## src/rtl/bfly_pkg.sv

```systemverilog
// Shared types and constants for the 256-bit inverse-butterfly permutation controller.
package bfly_pkg;

  localparam int BFLY_W      = 256;
  localparam int BFLY_STAGES = 8;
  localparam int BFLY_CFG_W  = 128;
  localparam int BFLY_WORDS  = 32;

  typedef enum logic [1:0] {
    UNCFG = 2'd0,
    RUN   = 2'd1,
    SWAP  = 2'd2
  } bfly_state_e;

  typedef logic [BFLY_STAGES-1:0][BFLY_CFG_W-1:0] bfly_bank_t;

  // Lower bit position of switch 'pair' in stage 'stage'; its partner sits 2**stage above.
  function automatic logic [7:0] bfly_pair_lo(input int stage, input int pair);
    return 8'(((pair >> stage) << (stage + 1)) | (pair & ((1 << stage) - 1)));
  endfunction

endpackage

```

## src/rtl/bfly_perm_ctrl_256_net.sv

```systemverilog
// ibutterfly_net_256: combinational 8-stage inverse butterfly; stage k swaps bit pairs 2**k apart.
module ibutterfly_net_256
  import bfly_pkg::*;
(
  input  logic [BFLY_CFG_W-1:0] cfg0,
  input  logic [BFLY_CFG_W-1:0] cfg1,
  input  logic [BFLY_CFG_W-1:0] cfg2,
  input  logic [BFLY_CFG_W-1:0] cfg3,
  input  logic [BFLY_CFG_W-1:0] cfg4,
  input  logic [BFLY_CFG_W-1:0] cfg5,
  input  logic [BFLY_CFG_W-1:0] cfg6,
  input  logic [BFLY_CFG_W-1:0] cfg7,
  input  logic [BFLY_W-1:0]     data_i,
  output logic [BFLY_W-1:0]     data_o
);

  bfly_bank_t        cfg;
  logic [BFLY_W-1:0] stage_v;
  logic [BFLY_W-1:0] stage_n;
  logic [7:0]        lo;
  logic [7:0]        hi;

  assign cfg = {cfg7, cfg6, cfg5, cfg4, cfg3, cfg2, cfg1, cfg0};

  always_comb begin
    stage_v = data_i;
    stage_n = data_i;
    lo      = 8'd0;
    hi      = 8'd0;
    for (int k = 0; k < BFLY_STAGES; k++) begin
      stage_n = stage_v;
      for (int j = 0; j < BFLY_CFG_W; j++) begin
        lo = bfly_pair_lo(k, j);
        hi = lo + 8'(1 << k);
        if (cfg[3'(k)][7'(j)]) begin
          stage_n[lo] = stage_v[hi];
          stage_n[hi] = stage_v[lo];
        end
      end
      stage_v = stage_n;
    end
    data_o = stage_v;
  end

endmodule

```

## src/rtl/bfly_perm_ctrl_256.sv

```systemverilog
// Double-banked configuration and 1-deep output pipeline around ibutterfly_net_256.
// Optional BFLY_CNT_EN adds the saturating perm_cnt completed-transfer counter.
module bfly_perm_ctrl_256
  import bfly_pkg::*;
(
  input  logic              clk,
  input  logic              rst_n,
  input  logic              cfg_we,
  input  logic [4:0]        cfg_addr,
  input  logic [31:0]       cfg_wdata,
  input  logic              cfg_commit,
  output logic              cfg_err,
  output logic              cfg_active,
  input  logic              in_valid,
  output logic              in_ready,
  input  logic [BFLY_W-1:0] in_data,
  output logic              out_valid,
  input  logic              out_ready,
  output logic [BFLY_W-1:0] out_data,
  output bfly_state_e       dbg_state
`ifdef BFLY_CNT_EN
  ,
  output logic [15:0]       perm_cnt
`endif
);

  bfly_state_e       state_q, state_d;
  logic [31:0]       mask_q, mask_d;
  bfly_bank_t        shadow_q, shadow_d;
  bfly_bank_t        active_q, active_d;
  logic              out_valid_q, out_valid_d;
  logic [BFLY_W-1:0] out_data_q, out_data_d;
  logic              cfg_err_q, cfg_err_d;
  logic              cfg_active_q, cfg_active_d;
  logic [BFLY_W-1:0] net_out;
  logic              accept;
  logic              drain;

  ibutterfly_net_256 u_net (
    .cfg0   (active_q[0]),
    .cfg1   (active_q[1]),
    .cfg2   (active_q[2]),
    .cfg3   (active_q[3]),
    .cfg4   (active_q[4]),
    .cfg5   (active_q[5]),
    .cfg6   (active_q[6]),
    .cfg7   (active_q[7]),
    .data_i (in_data),
    .data_o (net_out)
  );

  // Valid/ready: a word moves when valid && ready on a rising edge; valid never drops and
  // data never changes while the consumer withholds ready. Input stalls during commit/SWAP.
  assign in_ready = (state_q == RUN) && !cfg_commit && (!out_valid_q || out_ready);
  assign accept   = in_valid && in_ready;
  assign drain    = out_valid_q && out_ready;

  always_comb begin
    state_d      = state_q;
    mask_d       = mask_q;
    shadow_d     = shadow_q;
    active_d     = active_q;
    out_valid_d  = out_valid_q;
    out_data_d   = out_data_q;
    cfg_err_d    = 1'b0;
    cfg_active_d = cfg_active_q;

    case (state_q)
      UNCFG, RUN: begin
        if (cfg_commit) begin
          if (&mask_q) state_d   = SWAP;
          else         cfg_err_d = 1'b1;
        end
      end
      SWAP: begin
        active_d     = shadow_q;
        mask_d       = '0;
        cfg_active_d = 1'b1;
        state_d      = RUN;
      end
      default: state_d = UNCFG;
    endcase

    // Applied after the commit decision so a same-cycle write is tracked in the fresh mask.
    if (cfg_we) begin
      shadow_d[cfg_addr[4:2]][{cfg_addr[1:0], 5'd0} +: 32] = cfg_wdata;
      mask_d[cfg_addr] = 1'b1;
    end

    if (accept) begin
      out_data_d  = net_out;
      out_valid_d = 1'b1;
    end else if (drain) begin
      out_valid_d = 1'b0;
    end
  end

  always_ff @(posedge clk or negedge rst_n) begin
    if (!rst_n) begin
      state_q      <= UNCFG;
      mask_q       <= '0;
      shadow_q     <= '0;
      active_q     <= '0;
      out_valid_q  <= 1'b0;
      out_data_q   <= '0;
      cfg_err_q    <= 1'b0;
      cfg_active_q <= 1'b0;
    end else begin
      state_q      <= state_d;
      mask_q       <= mask_d;
      shadow_q     <= shadow_d;
      active_q     <= active_d;
      out_valid_q  <= out_valid_d;
      out_data_q   <= out_data_d;
      cfg_err_q    <= cfg_err_d;
      cfg_active_q <= cfg_active_d;
    end
  end

  assign cfg_err    = cfg_err_q;
  assign cfg_active = cfg_active_q;
  assign out_valid  = out_valid_q;
  assign out_data   = out_data_q;
  assign dbg_state  = state_q;

`ifdef BFLY_CNT_EN
  logic [15:0] cnt_q, cnt_d;

  always_comb begin
    cnt_d = cnt_q;
    if (state_q == SWAP)                cnt_d = '0;
    else if (drain && cnt_q != 16'hFFFF) cnt_d = cnt_q + 16'd1;
  end

  always_ff @(posedge clk or negedge rst_n) begin
    if (!rst_n) cnt_q <= '0;
    else        cnt_q <= cnt_d;
  end

  assign perm_cnt = cnt_q;
`endif

endmodule

```

## config.mk

```make
export PLATFORM = sky130hd
export DESIGN_NAME = bfly_perm_ctrl_256
export DESIGN_NICKNAME = d
export VERILOG_FILES = /design/src/rtl/bfly_pkg.sv /design/src/rtl/bfly_perm_ctrl_256_net.sv /design/src/rtl/bfly_perm_ctrl_256.sv
export SDC_FILE = /design/constraint.sdc
export NUM_CORES = 2
export LEC_CHECK = 0
export ABC_CLOCK_PERIOD_IN_PS = 3200
export CORE_ASPECT_RATIO = 1.2
export CORE_MARGIN = 2
export CORE_UTILIZATION = 45
export DETAILED_ROUTE_END_ITERATION = 8
export GPL_TIMING_DRIVEN = 0
export PLACE_DENSITY = 0.7
export REMOVE_ABC_BUFFERS = 1
export SKIP_LAST_GASP = 1
export SYNTH_ARGS = -nofsm -noshare
export SYNTH_HDL_FRONTEND = slang
export SYNTH_SLANG_ARGS = --single-unit
```

## constraint.sdc

```tcl
create_clock -name clk -period 3.2 [get_ports clk]
set_clock_uncertainty 0.1 [all_clocks]
set_input_delay 0.64 -clock clk [delete_from_list [all_inputs] [get_ports clk]]
set_output_delay 0.64 -clock clk [all_outputs]
set_load 0.05 [all_outputs]
```

# After elaboration in Yosys (flattened, before gate mapping)

Index checks and enable logic that the tools add are counted.

Word-level logic and storage cells: 507
Flip-flop bits (word level): 1573
Latch bits: 0
Memory bits (read-only): 0
Bits in writable memories: 0
Memories kept: 0
Output and inout bits: 262
Input port bits: 299

Shift-type cells: 2
Add/subtract/negate cells: 1
Order comparisons: 4
Divide/modulo/power cells: 0
Eq/ne operators: 4
Mux-type cells: 463
Reduce and logical (&&, ||, !) cells: 14
Bitwise gates (word level): 1
Multipliers: 0

Operators by type and width:

| operator                 | number |
|---|---|
| $bwmux 1024              | 1 |
| $mux 1                   | 390 |
| $demux 128 s3            | 1 |
| $mux 2                   | 66 |
| $mux 128                 | 1 |
| $shift 32x9->128 const A | 1 |
| $shiftx 32x9->128        | 1 |
| $mux 32                  | 2 |
| $or 32x32->32            | 1 |
| $reduce_and 32->1        | 1 |
| $neg 7->9                | 1 |
| $logic_and 1x1->1        | 6 |
| $lt 5x6->1 const B       | 1 |
| $demux 1 s5              | 1 |
| $ge 5x1->1 const B       | 1 |
| $lt 3x4->1 const B       | 1 |
| $ne 2x2->1 const B       | 2 |
| $pmux 2 s2               | 1 |
| $ge 3x1->1 const B       | 1 |
| $eq 2x1->1 const B       | 1 |
| $eq 2x2->1 const B       | 1 |
| $logic_not 1->1          | 2 |
| $logic_not 2->1          | 1 |
| $reduce_and 2->1         | 1 |
| other kinds (3)          | 3 |

# Depth between registers and ports, before layout

Word-level depth: 6
Depth in mapped cells: 7
Gate-level depth less buffers: 5

# Cells and area by module

From an unflattened synthesis, not the netlist that was laid out.

Cell total of the unflattened synthesis: 6397
Area total of the unflattened synthesis: 94474.4 um^2

By module, submodules not included:

| module             | cells each | area each (um^2) | seq. area each (um^2) | instances |
|---|---|---|---|---|
| bfly_perm_ctrl_256 | 5757       | 88388.5          | 58581.2               | 1 |
| ibutterfly_net_256 | 640        | 6085.8           | 0.0                   | 1 |

# Worst setup path before layout

OpenSTA, ideal clock, no wires.

Kind: register -> output
Start point: reg state_q[0], in the netlist dbg_state[0]
End point: out in_ready
Setup slack: 708 ps
Path buffers: 0
Cell stages (with the launch flop): 3
Arrival: 1752 ps
Path through: dfrtp_1 -> or3b_4 -> nor2_1

Cells in the longest elaborated chain, start to end: 3

RTL lines:

| item                           | RTL line                  | source |
|---|---|---|
| start: declaration             | bfly_perm_ctrl_256.sv:27  | `bfly_state_e state_q, state_d;` |
| start signal: assignment       | bfly_perm_ctrl_256.sv:109 | `state_q <= state_d;` |
| $eq 2x1->1                     | bfly_perm_ctrl_256.sv:54  | `assign in_ready = (state_q == RUN) && !cfg_commit && (!out_valid_q \|\| out_ready);` |
| $logic_and 1x1->1 (2 in a row) | bfly_perm_ctrl_256.sv:54  |  |
| end: declaration               | bfly_perm_ctrl_256.sv:15  | `output logic in_ready,` |

No other way between the ends.

# Worst setup path after layout

Start point: reg state_q[1], in the netlist dbg_state[1]
End point: out in_ready

Same word-level chain as after synthesis.

==> flow_summary.yaml <==
timing:
  fin_crit_sh: 0.916
  period_needed_ns: 2.93
  slew_viol_final: 0
  setup_viol: 0
  rsz0062_at_grt: "no"
  fmax_mhz: 341
  tightest_slew_ns: 0.936
  worst_slack_ns: 0.269
  hold_viol: 0
  slew_headroom: 0.374
floorplan:
  die_area_um2: 79100
  core_um2: 76200
  io_pins: 561
  die_height_um: 308
  dieWidth_um: 257
  initial_utilization: 0.453
  rows: 111
setup_path:
  ff2ff_path_depth: 8
  rrSetupSlack_ns: 0.28
  timing.rr.start: "dbg_state[1]$_DFFE_PN0P_"
  critPathLaunchType: "flip-flop"
  criticalPathCategory: "reg2out"
  cp-end-kind: "output pin"
  cp.buffers_inverters: 1
  rr_endpoint: "out_data[33]$_DFFE_PN0P_"
  crit_path_cell_trace: "or3b_4 > nor2_1 > dlygate4sd2_1"
  cp_max_fo: 7
  cp_slowest_cell: "dlygate4sd2_1"
  arrival_ns: 2.19
  cp_top_family: "simple AND/OR/NAND/NOR gates"
  crit_required_ns: 2.46
  critPathMaxStageDelay_ns: 0.54
synthesis:
  synthFlopType: "dfrtp_1"
  ys_warn_count: 0
  avgSynthCellArea_um2: 9.60
  ys_ff_latch: 805
  yosys-top-cells-count: "nand2_1 (1682), dfrtp_1 (805), mux2i_1 (384), o21ai_0 (288), clkbuf_1 (146)"
  synth.area.top_cells: "dfrtp_1 (58%), nand2_1 (18%), mux2i_1 (11%)"
  yosysTopAreaCell: "dfrtp_1"
  yosysMostFrequentCell: "nand2_1"
  synth_edf_count: 0
  synth-async-reset-ratio: 1.00
  yosysUniqueCellTypes: 29
  seq_area_frac_synth: 0.583
  netlist_area_um2: 34600
  netlist_instances: 3603
  yosysTopAreaCellShare: 0.583
finish:
  nFillCells: 6531
  drive_gt1_frac: 0.0546
  area_growth_pct: 29.4
  fin_nets: 4433
  stdcell_count: 5217
clocking:
  cts-root-buf: "clkbuf_16"
  cts_tree: "yes"
  clk_latency_ns: 0.62
  clock_sinks: 805
  clockBufferDepth: 3
  post_cts_buffers: 0
  path_clk_slew_ns: 0.06
  htree_levels: 3
  cts-buffers-inserted: 82
run:
  drv_cap: 0
detailed_routing:
  first_iter_violations: 1957
  via_per_inst: 5.22
  drtPass1Iterations: 5
  routed_wl_um: 99200
  wl_per_cell_um: 19.0
  num_vias: 27200
  route.detailed.drc: 0
  ant_nets: 0
power_and_ir_drop:
  power.leakage_nw: 20.2
  power_density_nw_per_um2: 618
  ir_worst_vdd_mv: 0.403
placement:
  portBuffers: 560
  place_congestion: 0.834
  place_ws_ns: -0.334
  dp_hpwl_um: 71000
  dp.cells: 5060
run_status:
  status: "finished, final reports clean"
global_route:
  track_usage: 0.250
  grt_pass1_wl_um: 154000
  grt_pass1_vias: 26700
  antenna_found_initial: 11
  grt_max_degree: 125
  grt-ovfl-total: 0
hold_path:
  min_path_cells: 2
  hold_start: "shadow_q[445]$_DFFE_PN0P_"
  whs_endpoint: "active_q[445]$_DFFE_PN0P_"
  hold_path_class: "reg2reg"
[where the power goes]
| group | total [mW] | leakage (nW) | switching [mW] | internal (mW) |
|---|---|---|---|---|
| combinational | 6.07 | 8.11 | 4.03 | 2.03 |
| sequential | 11.5 | 10.7 | 0.489 | 11.0 |
| clock | 10.0 | 1.40 | 4.07 | 5.98 |
[worst min-delay path: cells and delay by family (launching register included)]
family | cells | cell delay (ns)
DFF | 1 | 0.34
and+or+nand+nor | 2 | 0.10
[metrics by stage]
step                TNS [ns]  hold WS, ns  total power [mW]   util  area, um2
floorplan           -2774.97        0.244              15.1      -      33800
global placement           -        0.346              17.8  0.533      40700
detailed placement    -38.34        0.346              17.8  0.549      41900
CTS                        0        0.361              27.9  0.586      44700
global route               0        0.370              28.7  0.587      44700
finish                     0        0.356              27.7  0.587      44700
[sequential cells by signal (all words and copies together) (netlist names)]
register	flops
active_q	256
out_data	256
shadow_q	256
mask_q	32
dbg_state	2
cfg_active	1
cfg_err	1
out_valid	1
[worst max-delay path by stage]
| stage | from | endpoint | slack, ns | depth (start not counted) |
|---|---|---|---|---|
| after floorplan | dbg_state[1]$_DFFE_PN0P_ | active_q[0]$_DFFE_PN0P_ | -6.16 | 3 |
| after detailed placement | cfg_commit | out_data[152]$_DFFE_PN0P_ | -0.33 | 9 |
| after CTS | dbg_state[1]$_DFFE_PN0P_ | in_ready | 0.20 | 3 |
| final | dbg_state[1]$_DFFE_PN0P_ | in_ready | 0.27 | 3 |
| after global routing | dbg_state[1]$_DFFE_PN0P_ | out_data[39]$_DFFE_PN0P_ | 0.13 | 8 |
| after global placement | rst_n | out_data[249]$_DFFE_PN0P_ | -35.50 | 1 |
[placed cells by master (no fill, tap or decap), types with 2 or more instances in the layout]
cell,n
o221ai_1,128
buf_6,7
nor2b_1,2
nor2_1,4
mux2i_1,384
clkbuf_8,23
clkinv_2,16
ha_1,6
nand3_1,2
inv_1,3
bufinv_16,8
nand3_4,7
nand2_1,1682
nand3b_1,3
clkbuf_16,84
o21ai_0,288
nor3b_1,3
buf_16,19
clkbuf_1,10
clkdlybuf4s50_1,558
nand4_1,10
or3b_2,2
diode_2,9
buf_8,23
nor3b_2,2
nor3_1,2
dfrtp_1,805
buf_12,7
clkinvlp_4,3
nand2b_1,66
nand2_2,20
[metal layers]
| layer | part of all wire | GRT usage |
|---|---|---|
| met3 | 0.059 | 0.0445 |
| met4 | 0.032 | 0.0938 |
| met1 | 0.42 | 0.320 |
| met5 | 0.00027 | 0 |
| met2 | 0.49 | 0.423 |
[kinds of logic after synthesis]
group           after synthesis  share of synthesized area
compound gates              417                     0.0743
fa+ha+maj                     6                    0.00217
buf+inv                     178                     0.0231
flops                       805                      0.583
mux                         384                      0.111
simple gates               1813                      0.207
[final cells by class]
cell class	instances	area, um2	share of cell area
clock buffer	117	2460	0.0549
multi-input combinational	2620	13700	0.307
inverter	3	11.3	0.000252
sequential	805	20100	0.450
tap	1017	1270	0.0285
antenna	9	22.5	0.000504
timing repair buffer	616	6690	0.150
clock inverter	30	377	0.00842
[timing repair]
action                     in CTS  in global routing
setup endpoints to repair       1                  0
hold buffers                    1                  0
hold endpoints to repair       61                  0
gates resized for setup         1                  0
(Power assumes the default switching activity.)
